===== config.mk =====
export PLATFORM = sky130hd
export DESIGN_NAME = snake_motion_ctrl
export DESIGN_NICKNAME = d
export VERILOG_FILES = /design/src/rtl/snake_pkg.sv /design/src/rtl/snake_tick_gen.sv /design/src/rtl/snake_motion_ctrl.sv
export SDC_FILE = /design/constraint.sdc
export NUM_CORES = 1
export LEC_CHECK = 0
export ABC_AREA = 0
export CORE_ASPECT_RATIO = 0.75
export CORE_MARGIN = 2
export CORE_UTILIZATION = 35
export DETAILED_ROUTE_END_ITERATION = 10
export SETUP_SLACK_MARGIN = 0.5
export SKIP_LAST_GASP = 1
export SLEW_MARGIN = 20
export SYNTH_ARGS = -nofsm -noshare
export SYNTH_HDL_FRONTEND = slang
export SYNTH_SLANG_ARGS = --single-unit

===== constraint.sdc =====
create_clock -name Clock -period 2.35 [get_ports Clock]
set_input_delay 0.235 -clock Clock [delete_from_list [all_inputs] [get_ports Clock]]
set_output_delay 0.235 -clock Clock [all_outputs]
set_load 0.05 [all_outputs]

===== src/rtl/snake_pkg.sv =====
// rtl/snake_pkg.sv - shared heading/state encodings for the snake motion controller
// Contents:
//   heading_t   : WEST=0, EAST=1, NORTH=2, SOUTH=3 (bit 1 selects the axis)
//   state_t     : IDLE, RUN, PAUSE, HALT
//   is_reverse  : true when two headings point in opposite directions on one axis
package snake_pkg;

  typedef enum logic [1:0] {
    WEST  = 2'd0,
    EAST  = 2'd1,
    NORTH = 2'd2,
    SOUTH = 2'd3
  } heading_t;

  typedef enum logic [1:0] {
    IDLE  = 2'd0,
    RUN   = 2'd1,
    PAUSE = 2'd2,
    HALT  = 2'd3
  } state_t;

  // Same axis bit, different direction bit means a 180 degree turn.
  function automatic logic is_reverse(heading_t a, heading_t b);
    return (a[1] == b[1]) && (a[0] != b[0]);
  endfunction

endpackage


===== src/rtl/snake_tick_gen.sv =====
// rtl/snake_tick_gen.sv - movement interval counter with period compare
// Ports:
//   Clock, Reset : clock, asynchronous active-high reset
//   run          : counter advances only while high, otherwise holds its value
//   period       : clocks per step
//   tick         : combinational; high in the cycle whose closing edge is the step edge
module snake_tick_gen #(
  parameter int TICK_W = 28
) (
  input  logic              Clock,
  input  logic              Reset,
  input  logic              run,
  input  logic [TICK_W-1:0] period,
  output logic              tick
);

  logic [TICK_W-1:0] count;

  assign tick = run && (count == period - TICK_W'(1));

  always_ff @(posedge Clock or posedge Reset) begin
    if (Reset) begin
      count <= '0;
    end else if (tick) begin
      count <= '0;
    end else if (run) begin
      count <= count + TICK_W'(1);
    end
  end

endmodule


===== src/rtl/snake_motion_ctrl.sv =====
// rtl/snake_motion_ctrl.sv - snake head motion controller (tick, turn buffer, stepping, lock)
// Ports:
//   Clock, Reset                  : clock, asynchronous active-high reset
//   iEnable                       : run/pause
//   iGameOver                     : game-over flag, locks controls after GO_DLY clocks
//   iWest/iEast/iNorth/iSouth     : direction requests (South > North > East > West)
//   iSnakeLength                  : body length, selects step period
//   oSnakeLocationX/Y             : head position
//   oHeading                      : current heading (heading_t encoding)
//   oIconTick                     : one-cycle pulse when position changed
//   oWallHit                      : sticky, wall reached (WRAP=0)
//   oCtrlOff                      : sticky, controls locked
module snake_motion_ctrl
  import snake_pkg::*;
#(
  parameter int COORD_W     = 11,
  parameter int X_MAX       = 639,
  parameter int Y_MAX       = 479,
  parameter int START_X     = 240,
  parameter int START_Y     = 380,
  parameter int TICK_W      = 28,
  parameter int PERIOD_SLOW = 10_000_000,
  parameter int PERIOD_MID  = 6_000_000,
  parameter int PERIOD_FAST = 2_000_000,
  parameter int LEN_W       = 8,
  parameter int LEN_MID     = 20,
  parameter int LEN_FAST    = 50,
  parameter int WRAP        = 0,
  parameter int GO_DLY      = 2
) (
  input  logic               Clock,
  input  logic               Reset,
  input  logic               iEnable,
  input  logic               iGameOver,
  input  logic               iWest,
  input  logic               iEast,
  input  logic               iNorth,
  input  logic               iSouth,
  input  logic [LEN_W-1:0]   iSnakeLength,
  output logic [COORD_W-1:0] oSnakeLocationX,
  output logic [COORD_W-1:0] oSnakeLocationY,
  output logic [1:0]         oHeading,
  output logic               oIconTick,
  output logic               oWallHit,
  output logic               oCtrlOff
);

  localparam int GO_W = (GO_DLY < 1) ? 1 : $clog2(GO_DLY + 1);

  function automatic logic [TICK_W-1:0] periodFor(logic [LEN_W-1:0] len);
    if (len >= LEN_W'(LEN_FAST))     return TICK_W'(PERIOD_FAST);
    else if (len >= LEN_W'(LEN_MID)) return TICK_W'(PERIOD_MID);
    else                             return TICK_W'(PERIOD_SLOW);
  endfunction

  state_t             state, stateNext;
  heading_t           heading, pending, request;
  logic               reqValid, accept;
  logic [TICK_W-1:0]  period;
  logic               run, tick;
  logic [COORD_W-1:0] nextX, nextY;
  logic               outOfBounds;
  logic [GO_W-1:0]    goCnt, goCntNext;

  assign oHeading = heading;

  // The lock stops the counter at once so no step sneaks in before HALT.
  assign run = (state == RUN) && !oCtrlOff;

  snake_tick_gen #(.TICK_W(TICK_W)) u_tick (
    .Clock  (Clock),
    .Reset  (Reset),
    .run    (run),
    .period (period),
    .tick   (tick)
  );

  always_comb begin
    reqValid = 1'b1;
    request  = WEST;
    if (iSouth)      request = SOUTH;
    else if (iNorth) request = NORTH;
    else if (iEast)  request = EAST;
    else if (iWest)  request = WEST;
    else             reqValid = 1'b0;
  end

  assign accept = reqValid && !oCtrlOff && (state != HALT) &&
                  !is_reverse(request, heading) && (request != heading);

  // Next position uses pending, which becomes the heading on the step edge.
  always_comb begin
    nextX       = oSnakeLocationX;
    nextY       = oSnakeLocationY;
    outOfBounds = 1'b0;
    case (pending)
      WEST: begin
        if (oSnakeLocationX == '0) begin
          if (WRAP != 0) nextX = COORD_W'(X_MAX);
          else           outOfBounds = 1'b1;
        end else nextX = oSnakeLocationX - COORD_W'(1);
      end
      EAST: begin
        if (oSnakeLocationX == COORD_W'(X_MAX)) begin
          if (WRAP != 0) nextX = '0;
          else           outOfBounds = 1'b1;
        end else nextX = oSnakeLocationX + COORD_W'(1);
      end
      NORTH: begin
        if (oSnakeLocationY == '0) begin
          if (WRAP != 0) nextY = COORD_W'(Y_MAX);
          else           outOfBounds = 1'b1;
        end else nextY = oSnakeLocationY - COORD_W'(1);
      end
      default: begin
        if (oSnakeLocationY == COORD_W'(Y_MAX)) begin
          if (WRAP != 0) nextY = '0;
          else           outOfBounds = 1'b1;
        end else nextY = oSnakeLocationY + COORD_W'(1);
      end
    endcase
  end

  always_comb begin
    stateNext = state;
    case (state)
      IDLE:    if (iEnable) stateNext = RUN;
      RUN: begin
        if (oCtrlOff || (tick && outOfBounds)) stateNext = HALT;
        else if (!iEnable)                     stateNext = PAUSE;
      end
      PAUSE:   if (iEnable) stateNext = RUN;
      default: stateNext = HALT;
    endcase
  end

  always_comb begin
    if (!iGameOver)                 goCntNext = '0;
    else if (goCnt == GO_W'(GO_DLY)) goCntNext = goCnt;
    else                            goCntNext = goCnt + GO_W'(1);
  end

  always_ff @(posedge Clock or posedge Reset) begin
    if (Reset) state <= IDLE;
    else       state <= stateNext;
  end

  always_ff @(posedge Clock or posedge Reset) begin
    if (Reset) begin
      oSnakeLocationX <= COORD_W'(START_X);
      oSnakeLocationY <= COORD_W'(START_Y);
      heading         <= EAST;
      pending         <= EAST;
      period          <= TICK_W'(PERIOD_SLOW);
      oIconTick       <= 1'b0;
      oWallHit        <= 1'b0;
      oCtrlOff        <= 1'b0;
      goCnt           <= '0;
    end else begin
      oIconTick <= 1'b0;
      goCnt     <= goCntNext;
      if (goCntNext == GO_W'(GO_DLY)) oCtrlOff <= 1'b1;
      // Presses on the step edge itself are dropped so pending == heading after a step.
      if (tick) begin
        heading <= pending;
        period  <= periodFor(iSnakeLength);
        if (outOfBounds) begin
          oWallHit <= 1'b1;
        end else begin
          oSnakeLocationX <= nextX;
          oSnakeLocationY <= nextY;
          oIconTick       <= 1'b1;
        end
      end else if (accept) begin
        pending <= request;
      end
    end
  end

endmodule


## Word level (Yosys, flattened, before mapping)

Index checks and enable logic that the tools add are counted.

| word-level totals | value |
|---|---|
| output and inout bits | 27 |
| word-level logic and storage cells | 96 |
| bits of input ports | 16 |
| flip-flop bits (word level) | 89 |

| operators by class | value |
|---|---|
| muxes and demuxes | 30 |
| reductions and logical operators | 24 |
| bitwise logic cells | 3 |
| order comparisons | 2 |
| add/subtract/negate cells | 7 |
| eq/ne operators | 19 |

Operators with widths:

| kind | count |
|---|---|
| $mux 28 | 2 |
| $mux 24 | 2 |
| $mux 11 | 4 |
| $pmux 11 s2 | 2 |
| $add 28x1->28 const B | 1 |
| $eq 28x28->1 | 1 |
| $sub 28x1->28 const B | 1 |
| $add 11x1->11 const B | 2 |
| $logic_not 11->1 | 2 |
| $sub 11x1->11 const B | 2 |
| $mux 2 | 7 |
| $eq 11x10->1 const B | 1 |
| $eq 11x9->1 const B | 1 |
| $mux 1 | 11 |
| $reduce_and 5->1 | 2 |
| $eq 2x2->1 const B | 4 |
| $ge 8x5->1 const B | 1 |
| $ge 8x6->1 const B | 1 |
| $logic_and 1x1->1 | 8 |
| $ne 2x2->1 const B | 4 |
| $reduce_and 2->1 | 3 |
| $eq 2x1->1 const B | 2 |
| $logic_not 2->1 | 2 |
| $ne 2x1->1 const B | 2 |
| other kinds (12) | 17 |

## Longest topological paths before layout

| logic depth | value |
|---|---|
| word-level depth | 9 |
| mapped depth | 11 |
| gate-level depth less buffers | 11 |

## Modules after synthesis

A second synthesis with hierarchy kept.

| unflattened totals | value |
|---|---|
| cell total of the unflattened synthesis | 564 |
| area total of the unflattened synthesis | 4958.5 sq um |

By module, submodules not included:

| module | cells each | seq. area each (sq um) | area each (sq um) | times used |
|---|---|---|---|---|
| snake_motion_ctrl | 272 | 942.2 | 2514.9 | 1 |
| snake_tick_gen | 292 | 700.7 | 2443.6 | 1 |

## Least setup slack after synthesis

No wires, ideal clock.

| timing | value |
|---|---|
| path type | reg-to-reg |
| start | register pending[0] |
| end | register oSnakeLocationX[9] |
| setup time | 0.125 ns |
| path buffers | 0 |
| period minus slack after synthesis | 2.620 ns |
| arrival time | 2.495 ns |
| path slack | -0.270 ns |
| cell stages (with the launch flop) | 9 |
| data required time | 2.225 ns |
| cells stage by stage | dfstp_2 nand2_1 ha_1 a21oi_1 o211ai_1 o41ai_1 nor3_1 or3_1 mux2_2 |

| between the ends | value |
|---|---|
| longest elaborated chain between the ends | 4 |
| elaborated cells on any way between the ends | 10 |
| those cells by class | 4 x eq/ne; 2 x mux; 1 x bitwise; 3 x reduce/logical |

RTL lines:

| element | line | RTL |
|---|---|---|
| start: declaration | snake_motion_ctrl.sv:57 | `heading_t heading, pending, request;` |
| start signal: assignment | snake_motion_ctrl.sv:175 | `pending <= request;` |
| $eq 2x2->1 (tied with other cells) | snake_motion_ctrl.sv:96 | `case (pending)` |
| $pmux 1 s3 | snake_motion_ctrl.sv:96 |  |
| $not 1->1 (no source line) | n/a |  |
| $reduce_and 5->1 (no source line) | n/a |  |
| end signal: assignment | snake_motion_ctrl.sv:150 | `oSnakeLocationX <= COORD_W'(START_X);` |
| end signal: assignment | snake_motion_ctrl.sv:170 | `oSnakeLocationX <= nextX;` |
| end: declaration | snake_motion_ctrl.sv:40 | `output logic [COORD_W-1:0] oSnakeLocationX,` |

Several ways; a longest one is shown, not always the timed one.
A chain may end at the register's enable or synchronous reset.

## Worst setup path after layout

Same ends and word-level chain as after synthesis.

==> results_dict.tcl <==
set metrics [dict create \
    hold_path.class "primary input to async pin" \
    synth-edff-count 0 \
    core-area_um2 10400 \
    synth_common_cells "53 x nand2_1, 52 x dfrtp_1, 36 x nor2_1" \
    final_cells 661 \
    synth.avg_cell_area_um2 9.46 \
    num_vias 3448 \
    first_global_vias 3324 \
    hpwl_um 6470 \
    async_flop_share_pct 100 \
    synth_area_leader_cell "dfrtp_1" \
    reg2regPathDepth 10 \
    timing.final.ws_setup_ps -26.6 \
    globalplace.congestion 0.787 \
    antennaDiodeCount 0 \
    rsz0062_at_grt "true" \
    cts_tree "built" \
    viasPerCell 5.22 \
    drt_iter0_drc 151 \
    num_rows 32 \
    cp_common_cell "buf_6" \
    violations "setup timing" \
    crit_path_end_kind "flop" \
    fillers 906 \
    slew_headroom_pct 65.5 \
    dp_cells 602 \
    worst_clock_skew_ps 5.69 \
    routed_wl_um 10100 \
    hold_buffers 0 \
    path_clk_slew_ps 50 \
    avgRoutedWirePerCell_um 15.3 \
    maxCapViolCount 0 \
    drc 0 \
    syn_area_um2 3790 \
    finalHoldViolations 0 \
    grt-ovfl-total 0 \
    synth-seq-area-share_pct 43.3 \
    die_w_um 124 \
    grt_max_degree 66 \
    placed_area_um2 4730 \
    antenna_found_initial 0 \
    ctsHtreeMaxLevel 3 \
    clk_latency_ps 330 \
    setup_viol 3 \
    synth_most_common_cell "nand2_1" \
    whs_ps 299 \
    synth-seq-cells 65 \
    finalPower_mw 4.00 \
    fp.dieH_um 94.2 \
    power.density_nw_per_um2 683 \
    global_route.usage.total_pct 17.4 \
    grt_pass1_wl_um 16200 \
    post-route-period-util_pct 101 \
    nets 558 \
    slew_viol_final 0 \
    cts_root_buffer "clkbuf_16" \
    critPathArrivalTime_ps 2590 \
    dieArea_um2 11700 \
    syn_to_final_growth_pct 54.3 \
    synth_top_cells_by_area "dfrtp_1 34%, dfstp_2 9.0%, ha_1 6.6%, xor2_1 5.5%, nand2_1 5.2%" \
    slowest_stage "dfstp_2" \
    ys_types 51 \
    cts_buffers 9 \
    ios 43 \
    path_class "flop to flop" \
    final_cell_area_um2 5860 \
    synth_ff_type "dfrtp_1" \
    drt.antenna.violating_nets 0 \
    status "complete, but fails checks" \
    fin_setup_tns_ps -44.8 \
    synth_top_area_share_pct 34.3 \
    cpPeakStageDelay_ps 600 \
    fmax_ghz 0.421 \
    cts_sinks 65 \
    crit_path_max_fanout 7 \
    fin_crit_ps 2380 \
    leakage_nw 2.59 \
    start_util_pct 36.5 \
    yosysWarnings 0 \
    worst_pin_slew_ps 516 \
    cp_cell_sequence "nand2_8, buf_6, buf_6, ha_4, nor2_1, nor2_2, o41ai_4, nor4bb_2, or3_1, mux2_2" \
    dr.pass1.iters 4 \
    layout-drive-gt1-share_pct 37.9 \
    ir_drop_v 0.000501 \
    critPathLaunchType "flop" \
    cp.required_ps 2560 \
    io_buffers 41 \
    cts.path.max_buffers 2 \
    netlist_instances 401 \
    synth_nets 439 \
]
==> critical path: cells and delay by family (launching register included) <==
kind,cells,cell delay (ps)
multiplexers,1,260
flip-flops,1,600
AND/OR/NAND/NOR,5,770
AO/OA/AOI/OAI,1,100
adder cells (fa/ha/maj),1,260
buffers and inverters,2,260
==> routing by layer <==
metal  vias up  wire (µm)  global-route usage [%]
met5         -          0                       0
met3        16        357                    4.10
met2        61       4760                    28.5
met4         0        201                    6.74
li1       1667          -                       -
met1      1704       4800                    22.5
==> path summary, 6_finish.rpt <==
path | slack [ps] | endpoint | from
max in group asynchronous | 1720 | oSnakeLocationX[4] | Reset
worst max register to register | -30 | oSnakeLocationX[9] | pending[0]
worst min register to register | 480 | oWallHit | oWallHit
worst min-delay path | 300 | oWallHit | Reset
min in group Clock | 480 | oWallHit | oWallHit
worst max-delay path | -30 | oSnakeLocationX[9] | pending[0]
==> area by class of cell <==
type / count / area (µm²) / area share [%]
multi-input cells: 316 / 2600 / 44.4
repair buffers: 113 / 1100 / 18.7
clock buffers: 16 / 282 / 4.81
flip-flops and latches: 65 / 1650 / 28.2
well taps: 136 / 170 / 2.91
inverters: 15 / 56.3 / 0.961
==> state kept, by name, indices dropped and copies added (netlist names) <==
signal,flops
goCnt,2
oSnakeLocationX,11
u_tick.count,28
oCtrlOff,1
pending,2
oHeading,2
state,2
oIconTick,1
period,4
oWallHit,1
oSnakeLocationY,11
==> kinds of logic after synthesis <==
group,Yosys count,share of synthesized area (%)
buffers and inverters,21,2.57
multiplexers,6,1.75
AND/OR/NAND/NOR,166,22.5
adder cells (fa/ha/maj),22,7.65
AO/OA/AOI/OAI,77,12.1
XOR/XNOR,44,10.2
flip-flops,65,43.3
==> layout by cell type, fill, tap and decap left out, types with 9 or more instances in the layout <==
master / Yosys / layout
o21ai_1: 4 / 11
inv_1: 15 / 12
xor2_1: 24 / 22
a21oi_1: 22 / 13
xnor2_1: 20 / 20
dfstp_2: 13 / 12
nor3_1: 11 / 9
buf_6: 2 / 16
nand3_1: 18 / 12
nand2_1: 53 / 43
nor2_1: 36 / 20
nor2_2: 0 / 9
o21ai_0: 27 / 13
dfrtp_1: 52 / 47
clkdlybuf4s50_1: 0 / 22
clkbuf_16: 0 / 11
buf_4: 0 / 49
ha_4: 0 / 10
dlygate4sd2_1: 0 / 16
==> what timing repair did <==
action                                  CTS  global route
pin swaps                                26            54
endpoints found under the setup margin   57            58
gates cloned                              1             3
resized for setup                        55            77
buffers inserted                         21            18
==> through the flow <==
stage | worst slack [ps] | util [%]
after floorplan | 24.1 | -
after global placement | -67.3 | 45.4
final | -26.6 | 56.3
after detailed placement | -94.3 | 45.4
after CTS | -93.2 | 51.5
after global routing | -154 | 56.3
==> power breakdown <==
group	switching (mW)	total [mW]	internal, mW
Combinational	0.728	1.48	0.755
Clock	0.472	1.27	0.803
Sequential	0.0593	1.24	1.18
No activity file was read; power rests on OpenSTA's default activity.
